### src/rtl/wb_write_port.sv
// Writeback driver for the register file write port: merges ALU and LSU results into an
// in-order queue and presents one write per cycle. Optional bypass lookup under `WB_BYPASS_EN`.
module wb_write_port #(
    parameter int DEPTH = 4,
    parameter int CW    = $clog2(DEPTH) + 1
) (
    input  logic          clk,
    input  logic          rst,
    input  logic          alu_valid,
    input  logic [4:0]    alu_rd,
    input  logic [31:0]   alu_data,
    output logic          alu_ready,
    input  logic          lsu_valid,
    input  logic [4:0]    lsu_rd,
    input  logic [31:0]   lsu_data,
    output logic          lsu_ready,
    output logic          wr_en,
    output logic [4:0]    wr_no,
    output logic [31:0]   wr_data,
    output logic [CW-1:0] count,
    input  logic [4:0]    q1_no,
    input  logic [4:0]    q2_no,
    output logic          q1_hit,
    output logic          q2_hit,
    output logic [31:0]   q1_data,
    output logic [31:0]   q2_data
);

    localparam int PW = $clog2(DEPTH);
    localparam logic [CW-1:0] DEPTH_C  = CW'(DEPTH);
    localparam logic [CW-1:0] CNT_ZERO = {CW{1'b0}};
    localparam logic [CW-1:0] CNT_ONE  = CW'(1);
    localparam logic [CW-1:0] CNT_TWO  = CW'(2);
    localparam logic [PW-1:0] PTR_ONE  = PW'(1);

    logic [4:0]       rd_r   [DEPTH];
    logic [31:0]      data_r [DEPTH];
    logic [DEPTH-1:0] vld_r;
    logic [PW-1:0]    head_r;
    logic [PW-1:0]    tail_r;
    logic [CW-1:0]    count_r;

    logic [CW-1:0]    free_s;
    logic [CW-1:0]    cnt_next_s;
    logic [PW-1:0]    alu_idx_s;
    logic             lsu_push_s;
    logic             alu_push_s;
    logic             pop_s;

    // Handshake readiness from registered occupancy; LSU is served before the ALU.
    always_comb begin
        free_s    = DEPTH_C - count_r;
        lsu_ready = 1'b0;
        alu_ready = 1'b0;
        if (rst) begin
            lsu_ready = 1'b0;
            alu_ready = 1'b0;
        end else begin
            lsu_ready = (free_s >= CNT_ONE);
            alu_ready = (free_s >= CNT_TWO) || ((free_s == CNT_ONE) && !lsu_valid);
        end
    end

    // Transfers to x0 are acknowledged but never occupy a slot.
    always_comb begin
        lsu_push_s = lsu_valid && lsu_ready && (lsu_rd != 5'd0);
        alu_push_s = alu_valid && alu_ready && (alu_rd != 5'd0);
        pop_s      = (count_r != CNT_ZERO);
        alu_idx_s  = tail_r;
        if (lsu_push_s) begin
            alu_idx_s = tail_r + PTR_ONE;
        end else begin
            alu_idx_s = tail_r;
        end
        cnt_next_s = count_r - CW'(pop_s) + CW'(lsu_push_s) + CW'(alu_push_s);
    end

    // Queue storage, pointers and occupancy.
    always_ff @(posedge clk) begin
        if (rst) begin
            head_r  <= {PW{1'b0}};
            tail_r  <= {PW{1'b0}};
            count_r <= CNT_ZERO;
            vld_r   <= {DEPTH{1'b0}};
            for (int i = 0; i < DEPTH; i++) begin
                rd_r[i]   <= 5'd0;
                data_r[i] <= 32'd0;
            end
        end else begin
            if (pop_s) begin
                vld_r[head_r] <= 1'b0;
                head_r        <= head_r + PTR_ONE;
            end
            if (lsu_push_s) begin
                rd_r[tail_r]   <= lsu_rd;
                data_r[tail_r] <= lsu_data;
                vld_r[tail_r]  <= 1'b1;
            end
            if (alu_push_s) begin
                rd_r[alu_idx_s]   <= alu_rd;
                data_r[alu_idx_s] <= alu_data;
                vld_r[alu_idx_s]  <= 1'b1;
            end
            tail_r  <= tail_r + PW'(lsu_push_s) + PW'(alu_push_s);
            count_r <= cnt_next_s;
        end
    end

    // Head entry drives the write port; outputs are zero while the queue is empty.
    always_comb begin
        count   = count_r;
        wr_en   = (count_r != CNT_ZERO);
        wr_no   = 5'd0;
        wr_data = 32'd0;
        if (wr_en) begin
            wr_no   = rd_r[head_r];
            wr_data = data_r[head_r];
        end else begin
            wr_no   = 5'd0;
            wr_data = 32'd0;
        end
    end

`ifdef WB_BYPASS_EN
    logic [PW-1:0] idx_v;

    // Scan oldest to youngest so the last match seen is the youngest pending write.
    always_comb begin
        q1_hit  = 1'b0;
        q1_data = 32'd0;
        q2_hit  = 1'b0;
        q2_data = 32'd0;
        idx_v   = head_r;
        for (int i = 0; i < DEPTH; i++) begin
            idx_v = head_r + PW'(i);
            if (vld_r[idx_v] && (q1_no != 5'd0) && (rd_r[idx_v] == q1_no)) begin
                q1_hit  = 1'b1;
                q1_data = data_r[idx_v];
            end else begin
                q1_hit  = q1_hit;
            end
            if (vld_r[idx_v] && (q2_no != 5'd0) && (rd_r[idx_v] == q2_no)) begin
                q2_hit  = 1'b1;
                q2_data = data_r[idx_v];
            end else begin
                q2_hit  = q2_hit;
            end
        end
    end
`else
    logic unused_s;

    // Lookup disabled: outputs tied low, query inputs and valid bits intentionally unused.
    always_comb begin
        q1_hit   = 1'b0;
        q1_data  = 32'd0;
        q2_hit   = 1'b0;
        q2_data  = 32'd0;
        unused_s = ^{q1_no, q2_no, vld_r};
    end
`endif

endmodule
### config.mk
export PLATFORM = sky130hd
export DESIGN_NAME = wb_write_port
export DESIGN_NICKNAME = d
export VERILOG_FILES = /design/src/rtl/wb_write_port.sv
export SDC_FILE = /design/constraint.sdc
export NUM_CORES = 1
export LEC_CHECK = 0
export ABC_AREA = 1
export CELL_PAD_IN_SITES_DETAIL_PLACEMENT = 1
export CELL_PAD_IN_SITES_GLOBAL_PLACEMENT = 1
export CORE_ASPECT_RATIO = 2
export CORE_MARGIN = 10
export CORE_UTILIZATION = 39
export CTS_BUF_LIST = sky130_fd_sc_hd__clkbuf_4
export DETAILED_ROUTE_END_ITERATION = 8
export PLACE_DENSITY_LB_ADDON = 0.1
export SLEW_MARGIN = 30
export SYNTH_ARGS = -nofsm -noshare
export SYNTH_HDL_FRONTEND = slang
export SYNTH_SLANG_ARGS = --single-unit
### constraint.sdc
create_clock -name clk -period 3.7 [get_ports clk]
set_input_delay 0.37 -clock clk [delete_from_list [all_inputs] [get_ports clk]]
set_output_delay 0.37 -clock clk [all_outputs]
set_load 0.03 [all_outputs]
### Yosys cells after proc, flatten, opt, wreduce, memory -nomap -nowiden

Memories as Yosys holds them, arrays and structs flattened. A register that Yosys moved wholly into a read port is not among the register bits.
Cells that the tools add are included.
W data, S select, Z words.

* flip-flop bits (word level): 7
* bits in writable memories: 148
* output and inout port bits: 109
* memories kept: 2
* bits of input ports: 88
* word-level logic and storage cells: 59

* add/sub/neg operators: 8
* eq/ne operators: 1
* order comparisons: 2
* muxes and demuxes: 29
* reductions and logical operators: 14

Memories
* data_r: depth 4, bits a word 32, read ports 1, clocked after Yosys merged registers in 1, wr ports 4, line 37 `logic [31:0] data_r [DEPTH];`
* rd_r: depth 4, bits a word 5, read ports 1, clocked after Yosys merged registers in 1, wr ports 4, line 36 `logic [4:0] rd_r [DEPTH];`

Operators with widths (count)
* $mux W32: 3
* $reduce_or A32 Y1: 2
* $mux W2: 9
* $mux W5: 3
* $mux W1: 14
* $reduce_bool A5 Y1: 2
* $reduce_or A5 Y1: 2
* $add A3 B1 Y3: 2
* $logic_and A1 B1 Y1: 5
* $add A2 B1 Y2: 2
* $add A2 B1 Y2 const B: 2
* $eq A3 B1 Y1 const B: 1
* $ge A3 B1 Y1 const B: 1
* $ge A3 B2 Y1 const B: 1
* $reduce_bool A3 Y1: 1
* $sub A3 B1 Y3: 1
* $sub A3 B3 Y3 const A: 1
* $logic_not A1 Y1: 1
* $logic_or A1 B1 Y1: 1

### Logic depth before layout (Yosys ltp)

* word-level depth: 12
* mapped depth: 16
* depth with buffers taken out: 15

### Worst setup path before layout

No wires, ideal clock.

* kind: reg2reg
* start: reg count_r[0], in the netlist count[0]
* end: mem data_r[2][0] (enable)
* data required time: 3.094 ns
* path buffers: 2
* setup time: 0.606 ns
* setup slack: 0.120 ns
* cell stages (with the launch flop): 16
* period minus slack after synthesis: 3.580 ns
* arrival: 2.974 ns
* path through: dfxtp_1 > inv_1 > ha_1 > ha_1 > inv_1 > nor2_1 > nand2_1 > nand2_4 > nor2_8 > nand2_2 > nand2_1 > nand2_1 > buf_6 > buf_6 > nand2_1 > nand3_1

RTL lines
* start, declared: line 41 `logic [CW-1:0] count_r;`
* start signal, assigned: line 105 `count_r <= cnt_next_s;`
* end, declared: line 37

### Worst setup path in the final report

* start: reg count_r[1], in the netlist count[1]
* end: out wr_data[31]

* cells in the longest elaborated chain, start to end: 2

Ends and longest elaborated chain
* $reduce_bool A3 Y1: line 112 `wr_en = (count_r != CNT_ZERO);`
* $mux W32: line 115 `if (wr_en) begin`
* end, declared: line 19 `output logic [31:0] wr_data,`

Every way passes these cells.

==> impl_metrics.ini <==
[final_layout]
area_delta_synth_final_pct = 15.0
nets = 1347
multiInputGateArea_um2 = 3850
regArea_um2 = 4630
drive_above_1_share_pct = 6.41
nFillCells = 2902

[setup_path]
start_kind = register
critPathRequiredTime_ns = 3.33
arrival_ns = 3.03
endpoint_kind = output port
crit_fanout = 30
reg2reg_slack_ns = 0.59
r2r-start = count[1]
criticalPathCategory = reg2out
r2r_end = data_r[1][26]
rr_worst_depth = 12

[global_route]
grt_max_degree = 75
grt_pass1_wl_um = 47700
grt.total_usage_pct = 20.1
grt_overflow_total = 0
first_global_vias = 8716
antenna_found_initial = 1

[floorplanning]
rows = 80
io_pins = 197
die-width_um = 130
die_h_um = 239
placeableCoreArea_um2 = 23700
initial_utilization_pct = 39.4
dieArea_um2 = 31000

[clocking]
root_buffer = clkbuf_4
clkTransAtPathRegs_ns = 0.12
clock-sinks = 157
cts-buffers-inserted = 17
cts.hold.buffers_added = 0
clockBufferDepth = 2
clk_latency_ns = 0.59
cts_tree = done
postCtsResizedCells = 0
cts.htree.levels = 4
cts_setup_buffers = 0

[route]
viasPerCell = 5.23
drtIter0Drc = 419
dr_total_vias = 8116
drt-pass1-iter-count = 5
drc_errors = 0
wirelength_um = 30900
wl_per_cell_um = 19.9
final_antenna_net_count = 0

[logic_synthesis]
ys_seq_area_share_pct = 49.4
ys_ff_latch = 157
yosysWarnings = 0
synth_area_leaders = edfxtp_1 (47%), nand2_1 (12%), nand3_1 (8.2%)
netlist_area_um2 = 9360
netlist_instances = 1170
syn_avg_cell_area_um2 = 8.00
synth.top_cell.area_share_pct = 47.5
yosys.area.top_type = edfxtp_1
ys_types = 31

[sta]
tightest_slew_ns = 0.925
fin_tns_setup_ns = 0
hold_viol = 0
slew_headroom_pct = 38.4
hold_slack_ns = 0.469
grt_setup_unrepaired = no
fin_skew_ns = 0.0146
fin_crit_sh_pct = 91.8
layout_min_cycle_time_ns = 3.40
finalSetupViolations = 0
fmax_mhz = 294
finalMaxSlewViolations = 0

[power_and_ir_drop]
leakagePower_nw = 4.74
power_density_nw_per_um2 = 760
vdd_drop_max_uv = 431

[placed_design]
place.gp.congestion = 0.751
port_buffers = 120
dp_hpwl_um = 19100

[worst_hold_path]
hold_class = reg2reg
hp-start = head_r[1]
hold_depth = 2

[flow_run]
cap_violations = 0

[outcome]
status = completed
critical path: stages (launching register included):
cell and delay (ns):
dfxtp_1 0.45, inv_1 0.12, ha_1 0.20, ha_2 0.25
buf_4 0.31, a21oi_1 0.35, clkdlybuf4s50_1 0.75
synth_stat cells:
library cell and number:
conb_1 1, clkbuf_1 24, buf_6 6, dfxtp_1 9
buf_2 17, nor2_4 1, xor2_1 1, inv_1 56
edfxtp_1 148, nand2_2 4, nor2_1 197, o21ai_0 76
nor2_2 2, buf_1 9, inv_2 5, nand2_4 1
o21bai_1 2, fa_1 3, nand4_1 1, o21ai_2 1
buf_4 89, ha_1 5, xnor2_1 2, nand2_1 310
a21oi_1 41, o211ai_1 1, nand3_2 2, or2_2 1
nor2_8 1, nand3b_1 1, nand3_1 153
final cells by class:
class	count	share of cell area, %
antenna	1	0.0233
clock buffer	22	1.53
clock inverter	9	0.895
inverter	61	2.13
multi-input combinational	872	35.8
sequential	157	43.0
tap	287	3.34
timing repair buffer	142	13.3
where the power goes:
part	total (mW)	switching [mW]	internal [mW]
clock	1.03	0.607	0.426
sequential	2.75	0.157	2.59
combinational	4.39	3.04	1.36
through the flow:
step                      cells  instance area (um2)  total power [mW]  util (%)  setup WS (ns)
after detailed placement   1519                10500              7.25      44.2          0.589
after global placement     1519                10500              7.18      44.2          0.623
after floorplan            1235                 9600              5.60         -          0.120
after global routing       1551                10800              8.74      45.4          0.152
final                      1551                10800              8.17      45.4          0.304
after CTS                  1550                10800              8.29      45.3          0.212
layer usage:
metal  wire length (um)  up-vias  share of wire [%]  GRT usage [%]
met1              11400     4035                 37           20.6
met3               1520       25                4.9           3.91
met5                  0        -                  0              0
met4                388        0                1.3           5.58
met2              17600      202                 57           39.5
li1                   -     3854                  -              -
logic make-up after synthesis:
| family | after synthesis | synth area share, % |
|---|---|---|
| AO/OA/AOI/OAI | 121 | 6.59 |
| XOR/XNOR | 3 | 0.281 |
| adder cells (fa/ha/maj) | 8 | 1.31 |
| buffers and inverters | 206 | 12.5 |
| flip-flops | 157 | 49.4 |
| other | 1 | 0.0401 |
| AND/OR/NAND/NOR | 674 | 29.8 |
how the worst max path moves through the flow:
stage,startpoint,end,slack (ns),cells past startpoint
finish,count[1],wr_data[31],0.30,6
CTS,count[1],wr_data[5],0.21,6
floorplan,count[0],data_r[2][0],0.12,15
detailed placement,count[1],data_r[1][16],0.59,12
global placement,count[1],data_r[1][16],0.62,12
global route,count[1],wr_data[31],0.15,6
flip-flops by register name, summed over array words and instances (netlist names), named ones only:
name and flops:
tail_r 2, rd_r 20, data_r 128, count 3
head_r 2
cells in the final DEF, fill, tap and decap left out, types with 2 or more instances in the layout:
master | Yosys | final
xnor2_1 | 2 | 2
o21ai_0 | 76 | 76
clkinv_1 | 0 | 2
ha_1 | 5 | 4
nand3_1 | 153 | 150
nand3_2 | 2 | 5
buf_4 | 89 | 17
o21bai_1 | 2 | 2
inv_1 | 56 | 54
clkinv_2 | 0 | 5
clkbuf_4 | 0 | 22
dfxtp_2 | 0 | 2
edfxtp_1 | 148 | 148
fa_1 | 3 | 3
inv_2 | 5 | 6
nand2_2 | 4 | 6
nor2_4 | 1 | 4
dfxtp_1 | 9 | 7
nor2_1 | 197 | 195
bufinv_16 | 0 | 2
clkdlybuf4s50_1 | 0 | 120
buf_12 | 0 | 5
conb_1 | 1 | 66
nand2_1 | 310 | 308
a21oi_1 | 41 | 41
(Power assumes the default switching activity.)
